<file path="src/rtl/rgmii_tx_scheduler.sv">
// rgmii_tx_scheduler
// Round-robin arbiter and byte-slot sequencer for the RGMII/UDP transmit path.
// One payload source is granted at a time. The block then steps through the
// frame phases, one byte slot per byte_ready_i strobe.
//
// Ports:
//   clk_i, rst_i         clock, asynchronous active-high reset
//   req_i, len_i         per-source request level and payload length (16b each)
//   byte_ready_i         datapath consumes one byte slot this cycle
//   grant_o              one-hot grant, held from PREAMBLE through IFG
//   reject_o             one-cycle pulse for an oversize request
//   payload_rd_o         payload byte pop strobe (combinational on byte_ready_i)
//   phase_o, byte_idx_o  current phase and byte index within it
//   last_o               current slot is the final slot of the phase
//   ip_total_length_o    28 + len, registered at grant
//   udp_length_o         8 + len, registered at grant
//   done_o               one-cycle pulse when the IFG finishes
//
// phase    | meaning
// IDLE     | arbitrating, no grant
// PREAMBLE | 7 preamble bytes
// SFD      | start-of-frame delimiter
// HEADER   | 42-byte Ethernet/IPv4/UDP header
// PAYLOAD  | len payload bytes (skipped when len = 0)
// PAD      | pad bytes up to the minimum frame (skipped when not needed)
// FCS      | 4-byte frame check sequence
// IFG      | inter-frame gap
module rgmii_tx_scheduler #(
  parameter int NUM_CH            = 4,
  parameter int MAX_PAYLOAD_BYTES = 1472,
  parameter int MIN_PAYLOAD_BYTES = 18,
  parameter int IFG_BYTES         = 12
) (
  input  logic                   clk_i,
  input  logic                   rst_i,
  input  logic [NUM_CH-1:0]      req_i,
  input  logic [NUM_CH*16-1:0]   len_i,
  input  logic                   byte_ready_i,
  output logic [NUM_CH-1:0]      grant_o,
  output logic [NUM_CH-1:0]      reject_o,
  output logic [NUM_CH-1:0]      payload_rd_o,
  output logic [2:0]             phase_o,
  output logic [10:0]            byte_idx_o,
  output logic                   last_o,
  output logic [15:0]            ip_total_length_o,
  output logic [15:0]            udp_length_o,
  output logic                   done_o
);

  localparam int CH_W = (NUM_CH > 1) ? $clog2(NUM_CH) : 1;

  typedef enum logic [2:0] {
    PH_IDLE     = 3'd0,
    PH_PREAMBLE = 3'd1,
    PH_SFD      = 3'd2,
    PH_HEADER   = 3'd3,
    PH_PAYLOAD  = 3'd4,
    PH_PAD      = 3'd5,
    PH_FCS      = 3'd6,
    PH_IFG      = 3'd7
  } phase_t;

  phase_t            phase_q, phase_d;
  logic [10:0]       byte_idx_q, byte_idx_d;
  logic [15:0]       len_q, len_d;
  logic [15:0]       ip_len_q, ip_len_d;
  logic [15:0]       udp_len_q, udp_len_d;
  logic [NUM_CH-1:0] grant_q, grant_d;
  logic [NUM_CH-1:0] reject_q, reject_d;
  logic              done_q, done_d;
  logic [CH_W-1:0]   last_ch_q, last_ch_d;

  // Round-robin search: first requester after last_ch, wrapping.
  logic              found;
  logic [CH_W-1:0]   win;
  logic [15:0]       win_len;
  logic [NUM_CH-1:0] win_oh;
  int                cand;

  always_comb begin
    found   = 1'b0;
    win     = last_ch_q;
    win_len = '0;
    cand    = 0;
    for (int i = 1; i <= NUM_CH; i++) begin
      cand = int'(last_ch_q) + i;
      if (cand >= NUM_CH) cand = cand - NUM_CH;
      if (!found && req_i[cand[CH_W-1:0]]) begin
        found = 1'b1;
        win   = cand[CH_W-1:0];
      end
    end
    for (int c = 0; c < NUM_CH; c++) begin
      if (win == CH_W'(c)) win_len = len_i[c*16 +: 16];
    end
    win_oh = NUM_CH'(1) << win;
  end

  // Per-phase slot count; a phase is never entered with a zero count.
  logic [15:0] pad_len;
  logic [15:0] phase_len;
  logic        last;
  phase_t      phase_nxt;

  always_comb begin
    pad_len = (len_q < 16'(MIN_PAYLOAD_BYTES)) ? (16'(MIN_PAYLOAD_BYTES) - len_q) : 16'd0;
    phase_len = 16'd0;
    phase_nxt = PH_IDLE;
    case (phase_q)
      PH_PREAMBLE: begin phase_len = 16'd7;  phase_nxt = PH_SFD;    end
      PH_SFD:      begin phase_len = 16'd1;  phase_nxt = PH_HEADER; end
      PH_HEADER: begin
        phase_len = 16'd42;
        if (len_q != 16'd0)        phase_nxt = PH_PAYLOAD;
        else if (pad_len != 16'd0) phase_nxt = PH_PAD;
        else                       phase_nxt = PH_FCS;
      end
      PH_PAYLOAD: begin
        phase_len = len_q;
        phase_nxt = (pad_len != 16'd0) ? PH_PAD : PH_FCS;
      end
      PH_PAD:      begin phase_len = pad_len;          phase_nxt = PH_FCS;  end
      PH_FCS:      begin phase_len = 16'd4;            phase_nxt = PH_IFG;  end
      PH_IFG:      begin phase_len = 16'(IFG_BYTES);   phase_nxt = PH_IDLE; end
      default:     begin phase_len = 16'd0;            phase_nxt = PH_IDLE; end
    endcase
    last = (phase_q != PH_IDLE) && ({5'd0, byte_idx_q} == (phase_len - 16'd1));
  end

  always_comb begin
    phase_d    = phase_q;
    byte_idx_d = byte_idx_q;
    len_d      = len_q;
    ip_len_d   = ip_len_q;
    udp_len_d  = udp_len_q;
    grant_d    = grant_q;
    reject_d   = '0;
    done_d     = 1'b0;
    last_ch_d  = last_ch_q;

    if (phase_q == PH_IDLE) begin
      if (found) begin
        last_ch_d = win;
        if (win_len > 16'(MAX_PAYLOAD_BYTES)) begin
          reject_d = win_oh;
        end else begin
          grant_d    = win_oh;
          len_d      = win_len;
          ip_len_d   = win_len + 16'd28;
          udp_len_d  = win_len + 16'd8;
          phase_d    = PH_PREAMBLE;
          byte_idx_d = 11'd0;
        end
      end
    end else if (byte_ready_i) begin
      if (last) begin
        byte_idx_d = 11'd0;
        phase_d    = phase_nxt;
        if (phase_q == PH_IFG) begin
          grant_d = '0;
          done_d  = 1'b1;
        end
      end else begin
        byte_idx_d = byte_idx_q + 11'd1;
      end
    end
  end

  always_ff @(posedge clk_i or posedge rst_i) begin
    if (rst_i) begin
      phase_q    <= PH_IDLE;
      byte_idx_q <= '0;
      len_q      <= '0;
      ip_len_q   <= '0;
      udp_len_q  <= '0;
      grant_q    <= '0;
      reject_q   <= '0;
      done_q     <= 1'b0;
      last_ch_q  <= CH_W'(NUM_CH - 1);
    end else begin
      phase_q    <= phase_d;
      byte_idx_q <= byte_idx_d;
      len_q      <= len_d;
      ip_len_q   <= ip_len_d;
      udp_len_q  <= udp_len_d;
      grant_q    <= grant_d;
      reject_q   <= reject_d;
      done_q     <= done_d;
      last_ch_q  <= last_ch_d;
    end
  end

  assign grant_o           = grant_q;
  assign reject_o          = reject_q;
  assign payload_rd_o      = grant_q & {NUM_CH{(phase_q == PH_PAYLOAD) && byte_ready_i}};
  assign phase_o           = phase_q;
  assign byte_idx_o        = byte_idx_q;
  assign last_o            = last;
  assign ip_total_length_o = ip_len_q;
  assign udp_length_o      = udp_len_q;
  assign done_o            = done_q;

endmodule

</file>
<file path="config.mk">
export PLATFORM = sky130hd
export DESIGN_NAME = rgmii_tx_scheduler
export DESIGN_NICKNAME = d
export VERILOG_FILES = /design/src/rtl/rgmii_tx_scheduler.sv
export SDC_FILE = /design/constraint.sdc
export NUM_CORES = 1
export LEC_CHECK = 0
export CAP_MARGIN = 10
export CELL_PAD_IN_SITES_DETAIL_PLACEMENT = 1
export CELL_PAD_IN_SITES_GLOBAL_PLACEMENT = 1
export CORE_ASPECT_RATIO = 0.9
export CORE_MARGIN = 2
export CORE_UTILIZATION = 40
export CTS_BUF_LIST = sky130_fd_sc_hd__clkbuf_8
export DETAILED_ROUTE_END_ITERATION = 7
export PLACE_DENSITY = 0.93
export SLEW_MARGIN = 20
export SYNTH_ARGS = -nofsm -noshare
export SYNTH_HDL_FRONTEND = slang
export SYNTH_SLANG_ARGS = --single-unit
</file>
<file path="constraint.sdc">
create_clock -name clk_i -period 12.1 [get_ports clk_i]
set_clock_uncertainty 0.2 [all_clocks]
set_input_delay 2.42 -clock clk_i [delete_from_list [all_inputs] [get_ports clk_i]]
set_output_delay 2.42 -clock clk_i [all_outputs]
set_load 0.02 [all_outputs]
</file>
==> flow_summary.json <==
{
  "status": "finished, final reports clean",
  "ys_seq_area_share_pct": 33.3,
  "ctsLongestPathBuffers": 2,
  "cts_hold_buf": 0,
  "drive_gt1_share_pct": 9.31,
  "root_buffer": "clkbuf_8",
  "placed_cells": 846,
  "cts.clk_slew.worst_paths_ns": 0.08,
  "core_mm2": 0.0126,
  "syn-mean-instance-area_um2": 8.80,
  "start_util_pct": 40.6,
  "synth.distinct_cells": 81,
  "yosysWarnings": 0,
  "grt_pass1_wl_mm": 28.9,
  "cp_data_required_time_ns": 9.48,
  "ys_ff_latch": 68,
  "worstSetupEndpointType": "primary output",
  "port_buffers": 130,
  "dr.pass1.iters": 4,
  "gp_routability_congestion": 0.916,
  "syn_nets": 662,
  "slew_headroom_pct": 27.2,
  "cts_resized": 0,
  "synth_top_area_share_pct": 32.3,
  "period_needed_ns": 8.09,
  "cts_buffers": 9,
  "worstPathMaxFanout": 17,
  "grtUsageMet3_pct": 5.66,
  "antenna_cells": 0,
  "synth_ff_type": "dfrtp_1",
  "via_per_inst": 5.86,
  "period_share_pct": 66.9,
  "synth-edff-count": 0,
  "tightest_slew_ns": 1.08,
  "overflow": 0,
  "cts_tree": "built",
  "rsz0062_at_grt": "false",
  "ys_async_sr_fraction_pct": 100,
  "vdd_ir_drop_max_mv": 0.110,
  "fmax_ghz": 0.124,
  "wire_per_inst_um": 20.6,
  "use_met1_pct": 34.4,
  "die-area_mm2": 0.0137,
  "syn_area_mm2": 0.00511,
  "worstPathArrival_ns": 5.47,
  "final_cells": 862,
  "synthTopCellsByArea": "dfrtp_1 32%, nand2_1 5.2%, mux4_2 4.0%",
  "min_path_type": "flip-flop to flip-flop",
  "area_delta_synth_final_pct": 31.0,
  "final-max-slew-violation-count": 0,
  "grt_max_degree": 69,
  "total_power_mw": 1.40,
  "die_x_um": 123,
  "critical_path_class": "flip-flop to primary output",
  "setup_tns_ns": 0,
  "antenna_left": 0,
  "h-tree-depth": 3,
  "yosysTopAreaCell": "dfrtp_1",
  "fin_hold_ws_ns": 0.283,
  "cts_sinks": 68,
  "grt_usage_pct": 26.7,
  "drcViolationCount": 0,
  "leakagePower_nw": 2.73,
  "max-cap-violations": 0,
  "setup-violations-final": 0,
  "via_count": 5055,
  "met2_usage_pct": 44.3,
  "clock_latency_ns": 0.36,
  "grt-busiest-layer": "met2",
  "first_global_vias": 5476,
  "nNetsFinal": 774,
  "syn-instance-count": 581,
  "io_pins": 131,
  "cts_setup_buffers": 0,
  "crit_path_start_kind": "flip-flop",
  "finalHoldViolations": 0,
  "drt-initial-drc-count": 291,
  "antenna_found_initial": 0,
  "row_count": 39,
  "dpl.hpwl_mm": 13.8,
  "die_y_um": 111,
  "p_per_area_mw_per_mm2": 209,
  "finalWirelength_mm": 17.8
}
[worst max-delay path, stage by stage, from the launching register on]
cell and delay (ns):
dfrtp_1 0.62, inv_1 0.16, ha_1 0.26, nand4bb_4 0.12, and4_1 0.33, nand2_1 0.11, o31ai_1 0.33, a22oi_1 0.12
ha_1 0.34, xnor2_1 0.22, a21boi_0 0.21, o221ai_1 0.15, a211oi_2 0.21, nand4_1 0.19, nor4_4 0.97, clkdlybuf4s50_1 0.77
[cells by family after synthesis]
kind of cell	Yosys count	share of synthesized area, %
AO/OA/AOI/OAI	135	18.3
XOR/XNOR	28	4.79
adder cells (fa/ha/maj)	10	2.45
buffers and inverters	45	4.21
flip-flops	68	33.3
multiplexers	19	5.97
AND/OR/NAND/NOR	276	30.9
[sequential cells by signal (all words and copies together) (netlist names)]
name	cells
ip_total_length_o	14
udp_length_o	13
phase_o	3
len_q	16
byte_idx_o	11
done_o	1
last_ch_q	2
grant_o	4
reject_o	4
[routing by layer]
metal / share of wire (%) / wire length [um]
met1: 43 / 7580
met2: 50 / 8810
met3: 5.9 / 1040
met4: 1.8 / 325
met5: 0 / 0
[per-stage QoR]
step / util [%] / setup WS [ns] / instance area, um2
finish: 53.2 / 4.01 / 6700
CTS: 53.2 / 4.03 / 6700
global placement: 51.6 / 4.54 / 6490
detailed placement: 51.6 / 4.43 / 6500
global route: 53.2 / 3.62 / 6700
floorplan: - / 5.95 / 5110
[final timing paths]
| path | from | endpoint | slack, ns | cells past startpoint |
|---|---|---|---|---|
| min in group asynchronous | rst_i | ip_total_length_o[7] | 2.44 | 3 |
| setup reg to reg | len_q[0] | grant_o[0] | 6.86 | 16 |
| hold reg to reg | udp_length_o[4] | udp_length_o[4] | 0.28 | 2 |
| max in group asynchronous | rst_i | udp_length_o[15] | 8.69 | 3 |
| hold / removal | udp_length_o[4] | udp_length_o[4] | 0.28 | 2 |
| setup / recovery | len_q[0] | last_o | 4.01 | 15 |
[report_power, final]
| part | internal (mW) | leakage, nW | total, mW | switching [mW] |
|---|---|---|---|---|
| sequential | 0.293 | 0.861 | 0.408 | 0.115 |
| clock | 0.0988 | 0.0988 | 0.204 | 0.105 |
| combinational | 0.341 | 1.77 | 0.789 | 0.448 |
[cell usage in the layout (no fill, tap or decap), types with 3 or more instances in the layout]
master,n
nor3_1,19
o21ai_0,24
nor2_1,34
a21boi_0,5
nor3b_1,6
inv_6,3
inv_1,10
a21oi_1,16
xnor2_1,14
nand2_1,71
nand2b_1,5
nand4_1,8
dfrtp_1,66
mux4_2,9
clkdlybuf4s50_1,130
a22o_1,8
nor2b_1,15
and3_1,20
ha_1,10
and2_1,23
nor3_2,3
a22oi_1,4
or4_1,5
and4_1,3
nor4_4,3
nand3_1,16
a21oi_2,3
a211o_1,5
o31ai_1,12
a21o_1,4
xor2_1,14
or2_2,3
o21ai_1,13
a31oi_1,8
clkbuf_8,9
or3_1,9
nor4_1,9
mux2i_1,8
buf_4,5
o211ai_1,6
[final cells by class]
class                           instances  area (um2)
Fill cell                            1460        5890
Multi-Input combinational cell        468        3210
Sequential cell                        68        1700
Timing Repair Buffer                  135        1340
Tap cell                              164         205
Clock buffer                            9         124
Clock inverter                          7        82.6
Inverter                               11        41.3
[synth_stat cells, types with 6 or more instances]
master and count:
and2_1 23, nand3_1 16, and3_1 20, or3_1 9, a21oi_1 16, nand2_1 71, clkbuf_1 14, xor2_1 14
xnor2_1 14, o21ai_1 13, nand4_1 8, nor4_1 9, nor3b_1 6, mux2i_1 8, nor3_1 20, buf_2 10
nor2b_1 15, o31ai_1 12, inv_1 11, o211ai_1 6, mux4_2 9, o21ai_0 24, nor2_1 34, dfrtp_1 66
a31oi_1 8, ha_1 10, a22o_1 8
No activity file was read; power rests on OpenSTA's default activity.
